## config.mk

```make
export PLATFORM = sky130hd
export DESIGN_NAME = prog_loader_tx
export DESIGN_NICKNAME = d
export VERILOG_FILES = /design/src/rtl/prog_loader_tx.sv
export SDC_FILE = /design/constraint.sdc
export NUM_CORES = 1
export LEC_CHECK = 0
export BUFFER_PORTS_ARGS = -buffer_cell sky130_fd_sc_hd__clkbuf_2
export CAP_MARGIN = 0
export CORE_UTILIZATION = 45
export CTS_CLUSTER_DIAMETER = 200
export DETAILED_ROUTE_END_ITERATION = 8
export HOLD_SLACK_MARGIN = 0.15
export SLEW_MARGIN = 20
export SYNTH_ARGS = -nofsm -noshare
export SYNTH_HDL_FRONTEND = slang
export SYNTH_SLANG_ARGS = --single-unit
```

## constraint.sdc

```tcl
create_clock -name clk -period 3 [get_ports clk]
set_clock_uncertainty 0.2 [all_clocks]
set_input_delay 0 -clock clk [delete_from_list [all_inputs] [get_ports clk]]
set_output_delay 0 -clock clk [all_outputs]
set_load 0.02 [all_outputs]
```

## src/rtl/prog_loader_tx.sv

```systemverilog
// Serial program-load transmitter: queues INSTR_W-bit words and shifts them MSB-first
// on ser_data with ser_en high. Define PROG_LOADER_SLOTCHK_EN to cap a load at MEM_SLOTS words.
module prog_loader_tx #(
  parameter int unsigned INSTR_W   = 13,
  parameter int unsigned DEPTH     = 16,
  parameter int unsigned PTR_W     = 4,
  parameter int unsigned MEM_SLOTS = 16
) (
  input  logic               clk,
  input  logic               reset,
  input  logic               wr_valid,
  output logic               wr_ready,
  input  logic [INSTR_W-1:0] wr_data,
  input  logic               go,
  input  logic               abort,
  output logic               ser_en,
  output logic               ser_data,
  output logic               busy,
  output logic               done,
  output logic [PTR_W:0]     level,
  output logic               ovf
);
  localparam int unsigned LVL_W = PTR_W + 1;
  localparam int unsigned CNT_W = $clog2(INSTR_W);
  localparam logic [0:0] S_IDLE  = 1'b0;
  localparam logic [0:0] S_SHIFT = 1'b1;

  logic [INSTR_W-1:0] mem_q [DEPTH];
  logic [PTR_W-1:0]   wr_ptr_q, wr_ptr_d, rd_ptr_q, rd_ptr_d;
  logic [LVL_W-1:0]   cnt_q, cnt_d;
  logic [0:0]         state_q, state_d;
  logic [INSTR_W-1:0] shreg_q, shreg_d;
  logic [CNT_W-1:0]   bitcnt_q, bitcnt_d;
  logic               ser_en_q, ser_en_d, ser_data_q, ser_data_d;
  logic               busy_q, busy_d, done_q, done_d;
  logic               push, load, flush, level_nz;
  logic               slot_full_c, slot_last_c;
  logic [INSTR_W-1:0] head;

`ifdef PROG_LOADER_SLOTCHK_EN
  localparam int unsigned SLOT_W = $clog2(MEM_SLOTS + 1);
  logic [SLOT_W-1:0] slot_q, slot_d;
  logic              ovf_q, ovf_d;
  assign slot_full_c = (slot_q == SLOT_W'(MEM_SLOTS));
  assign slot_last_c = (slot_q == SLOT_W'(MEM_SLOTS - 1));
  assign ovf         = ovf_q;
`else
  logic unused_mem_slots;
  assign unused_mem_slots = ^MEM_SLOTS;
  assign slot_full_c = 1'b0;
  assign slot_last_c = 1'b0;
  assign ovf         = 1'b0;
`endif

  assign level    = cnt_q;
  assign wr_ready = (cnt_q != LVL_W'(DEPTH));
  assign level_nz = (cnt_q != '0);
  assign head     = mem_q[rd_ptr_q];
  assign push     = wr_valid & wr_ready & ~abort;

  // Sequencer: abort wins, otherwise load words at go or at each word boundary
  always_comb begin
    state_d    = state_q;
    shreg_d    = shreg_q;
    bitcnt_d   = bitcnt_q;
    ser_en_d   = ser_en_q;
    ser_data_d = ser_data_q;
    done_d     = 1'b0;
    load       = 1'b0;
    flush      = 1'b0;
`ifdef PROG_LOADER_SLOTCHK_EN
    slot_d     = slot_q;
    ovf_d      = ovf_q;
`endif
    if (abort) begin
      flush      = 1'b1;
      state_d    = S_IDLE;
      ser_en_d   = 1'b0;
      ser_data_d = 1'b0;
      bitcnt_d   = '0;
      shreg_d    = '0;
`ifdef PROG_LOADER_SLOTCHK_EN
      slot_d     = '0;
      ovf_d      = 1'b0;
`endif
    end else begin
      case (state_q)
        S_IDLE: begin
          if (go && level_nz && !slot_full_c) load = 1'b1;
`ifdef PROG_LOADER_SLOTCHK_EN
          if (go && level_nz && slot_full_c) ovf_d = 1'b1;
`endif
        end
        default: begin
          if (bitcnt_q != '0) begin
            ser_data_d = shreg_q[INSTR_W-1];
            shreg_d    = {shreg_q[INSTR_W-2:0], 1'b0};
            bitcnt_d   = bitcnt_q - CNT_W'(1);
          end else begin
`ifdef PROG_LOADER_SLOTCHK_EN
            slot_d = slot_q + SLOT_W'(1);
            if (slot_last_c && level_nz) ovf_d = 1'b1;
`endif
            if (level_nz && !slot_last_c) begin
              load = 1'b1;
            end else begin
              state_d    = S_IDLE;
              ser_en_d   = 1'b0;
              ser_data_d = 1'b0;
              done_d     = 1'b1;
            end
          end
        end
      endcase
    end
    // Head word: present its MSB now, keep the rest left-aligned
    if (load) begin
      state_d    = S_SHIFT;
      ser_en_d   = 1'b1;
      ser_data_d = head[INSTR_W-1];
      shreg_d    = {head[INSTR_W-2:0], 1'b0};
      bitcnt_d   = CNT_W'(INSTR_W - 1);
    end
    busy_d = (state_d == S_SHIFT);
  end

  always_comb begin
    wr_ptr_d = wr_ptr_q;
    rd_ptr_d = rd_ptr_q;
    cnt_d    = cnt_q;
    if (flush) begin
      wr_ptr_d = '0;
      rd_ptr_d = '0;
      cnt_d    = '0;
    end else begin
      if (push) wr_ptr_d = wr_ptr_q + PTR_W'(1);
      if (load) rd_ptr_d = rd_ptr_q + PTR_W'(1);
      cnt_d = cnt_q + LVL_W'(push) - LVL_W'(load);
    end
  end

  always_ff @(posedge clk) begin
    if (push) mem_q[wr_ptr_q] <= wr_data;
  end

  always_ff @(posedge clk or negedge reset) begin
    if (!reset) begin
      wr_ptr_q   <= '0;
      rd_ptr_q   <= '0;
      cnt_q      <= '0;
      state_q    <= S_IDLE;
      shreg_q    <= '0;
      bitcnt_q   <= '0;
      ser_en_q   <= 1'b0;
      ser_data_q <= 1'b0;
      busy_q     <= 1'b0;
      done_q     <= 1'b0;
`ifdef PROG_LOADER_SLOTCHK_EN
      slot_q     <= '0;
      ovf_q      <= 1'b0;
`endif
    end else begin
      wr_ptr_q   <= wr_ptr_d;
      rd_ptr_q   <= rd_ptr_d;
      cnt_q      <= cnt_d;
      state_q    <= state_d;
      shreg_q    <= shreg_d;
      bitcnt_q   <= bitcnt_d;
      ser_en_q   <= ser_en_d;
      ser_data_q <= ser_data_d;
      busy_q     <= busy_d;
      done_q     <= done_d;
`ifdef PROG_LOADER_SLOTCHK_EN
      slot_q     <= slot_d;
      ovf_q      <= ovf_d;
`endif
    end
  end

  assign ser_en   = ser_en_q;
  assign ser_data = ser_data_q;
  assign busy     = busy_q;
  assign done     = done_q;

endmodule

```

==> results.toml <==
[status]
status = "finished with violations"
violations = "setup timing"

[timing]
drv_slew = 0
worst_slew_pin_slew_ps = 1010
fin_setup_tns_ps = -12.0
setup_viol = 1
fmax_ghz = 0.332
hold_violations = 0
setup_ws_ps = -12.0
min_period_over_period = 1.00
rsz0062_at_grt = "yes"
min_period_ps = 3010
relSlewSlack = 0.323

[layout]
area_delta_synth_final_pct = 18.4
drive_above_1_share = 0.295
n_antenna_cell = 0
fin_nets = 664
n_fill_cell = 1695

[worst_setup_path]
r2r_slack_ps = -10
cp-endpoint = "level[4]"
ff2ff_path_depth = 14
critPathLaunchType = "register"
timing.rr.start = "level[3]"
cp.arrival_ps = 3200
r2r_end = "level[4]"
crit_required_ps = 3190
startpoint = "level[3]"
critPathKind = "reg -> reg"
worstSetupEndpointType = "register"
path_max_fanout = 3

[power_and_ir_drop]
p_int_mw = 6.85
p_comb_frac = 0.253
ir_worst_vdd_mv = 0.373
pwr_density_cell_mw_per_mm2 = 800
pwr-share-clk = 0.321
p_leak_nw = 4.03
netSwitchingPower_mw = 2.60
seqPwrFrac = 0.426
power_switching_share = 0.275

[yosys]
synth.net_count = 573
synthCells = 542
yosys.area.top_type_share = 0.626
seq_area_frac_synth = 0.709
yosysMostFrequentCell = "edfxtp_1"
syn_area_per_cell_um2 = 18.4
synth_flop_cell = "edfxtp_1"
async_reset_ff_frac = 0.137
ys_types = 53
yosys_warnings = 0
ys_top_cells_by_count = "208 x edfxtp_1, 39 x mux4_2, 33 x dfrtp_1"
synth-seq-cells = 241
synth_area_leaders = "edfxtp_1 63%, mux4_2 8.8%, dfrtp_1 8.3%"
synth_area_leader_cell = "edfxtp_1"
synth_edf_count = 208
syn_area_mm2 = 0.00998

[floorplan]
fp.dieW_um = 151
ios = 29
die_h_um = 151
core_mm2 = 0.0218
die_area_mm2 = 0.0228
start_util = 0.459
core.rowCount = 54

[run]
drv_cap = 0

[global_routing]
grt_overflow_total = 0
grt_use_total = 0.194
grt_max_degree = 35
grt_pass1_vias = 5411
antenna_found_initial = 0
grt_pass1_wl_mm = 32.1

[clock_network]
cts_sinks = 241
tritoncts = "done"
cts_inserted_buffers = 26
cts_root_buffer = "clkbuf_16"
cts.clk_slew.worst_paths_ps = 60
clkLatencyLatePin_ps = 520
clockBufferDepth = 3
htree_levels = 1

[placed_design]
place_ws_ps = -82.1
gp_congestion = 0.785
hpwl_mm = 12.5
portBuffers = 27

[worst_hold_path]
min_from = "go"
hold_path.class = "in -> reg"

[drt]
post-route-drc-count = 0
viasPerCell = 5.72
num_vias = 5315
dr.pass1.iters = 4
drt_iter0_markers = 386
drt-total-wl_mm = 21.4
ant_nets = 0
wire_per_inst_um = 23.0
[registers in the layout, indices dropped and copies added, names as in the netlist]
signal	count
level	5
ser_data	1
rd_ptr_q	4
busy	1
done	1
ser_en	1
shreg_q	12
mem_q	208
bitcnt_q	4
wr_ptr_q	4
[cell type report]
cell class / instances / area [µm²] / share of cell area
timing repair buffer: 93 / 738 / 0.0625
tap: 280 / 350 / 0.0297
clock inverter: 8 / 61.3 / 0.00519
sequential: 241 / 7080 / 0.599
clock buffer: 37 / 763 / 0.0646
inverter: 23 / 86.3 / 0.00731
multi-input combinational: 248 / 2730 / 0.231
[metrics by stage]
stage	area (µm²)	util	std cells	power (mW)	hold WS [ps]
floorplan	10000	-	542	5.67	-496
global placement	10700	0.490	858	6.23	-45.8
detailed placement	10700	0.490	858	6.29	-45.4
CTS	11800	0.540	927	9.39	205
global route	11800	0.543	930	9.86	252
finish	11800	0.543	930	9.45	222
[critical path, cell delays in order, from the launching register on]
cell      delay [ps]
dfrtp_2          400
inv_2             80
ha_4             130
or4b_4           480
o21ai_4           80
nor2_2            70
ha_1             270
inv_1             60
ha_2             180
inv_2             50
fa_2             410
nor2b_4          160
o21bai_4          90
a21oi_2          150
nor3b_2           70
[how the worst min path moves through the flow]
stage	cells after the start	slack [ps]	to
after CTS	4	200	busy
after global routing	4	250	busy
after detailed placement	1	-50	wr_ptr_q[1]
after global placement	1	-50	wr_ptr_q[1]
after floorplan	0	-500	bitcnt_q[0]
final	4	220	busy
[repair_timing]
item,in CTS,in global routing
buffers inserted,0,3
hold endpoints to repair,274,0
setup endpoints to repair,1,1
pin swaps,1,5
hold buffers,24,0
resized for setup,4,9
[power groups by stage]
stage | Combinational (mW) | Clock, mW | Sequential [mW]
floorplan | 1.56 | 0 | 4.10
global placement | 2.15 | 0 | 4.08
detailed placement | 2.21 | 0 | 4.09
CTS | 2.28 | 3.09 | 4.02
global route | 2.59 | 3.22 | 4.05
finish | 2.39 | 3.03 | 4.03
[cells in the final DEF (no fill, tap or decap), types with 4 or more instances in the layout]
cell           synthesis  layout
buf_12                 0       4
mux2_2                19      19
xnor2_1                5       5
dfrtp_1               33      29
clkinv_1               1       6
a211o_1                6       6
ha_1                  12      10
inv_1                 22      19
mux4_1                13      13
a211oi_1              14      14
a31oi_1                7       7
a311oi_1               5       5
nor3_2                 0       4
clkbuf_1              11       5
mux4_2                39      39
nand2_1               19      19
a22oi_1                5       5
dlygate4sd3_1          0      23
a21oi_1               10       9
nor3_1                12       8
buf_4                  3      39
clkbuf_8               0       5
o21ai_0                4       4
edfxtp_1             208     208
nor2_1                28      27
nand3_1                5       4
clkbuf_16              0      27
clkbuf_2               0      27
a32oi_1                7       7
[kinds of logic (layout without fill, tap and decap cells)]
family / Yosys count / in the layout / share of synthesized area
AO/OA/AOI/OAI: 70 / 70 / 0.0533
XOR/XNOR: 8 / 8 / 0.00702
adder cells (fa/ha/maj): 13 / 13 / 0.0171
buffers and inverters: 53 / 161 / 0.0258
flip-flops: 241 / 241 / 0.709
multiplexers: 74 / 74 / 0.147
other: 1 / 1 / 0.000376
AND/OR/NAND/NOR: 82 / 82 / 0.0411
[metal layers]
layer  routed length, µm  track usage  vias to the layer above
met4                 531       0.0565                        0
met3                1050       0.0301                       39
met1                9010        0.259                     2779
li1                    -            -                     2366
met2               10800        0.328                      131
met5                   0            0                        -
(Power assumes the default switching activity.)
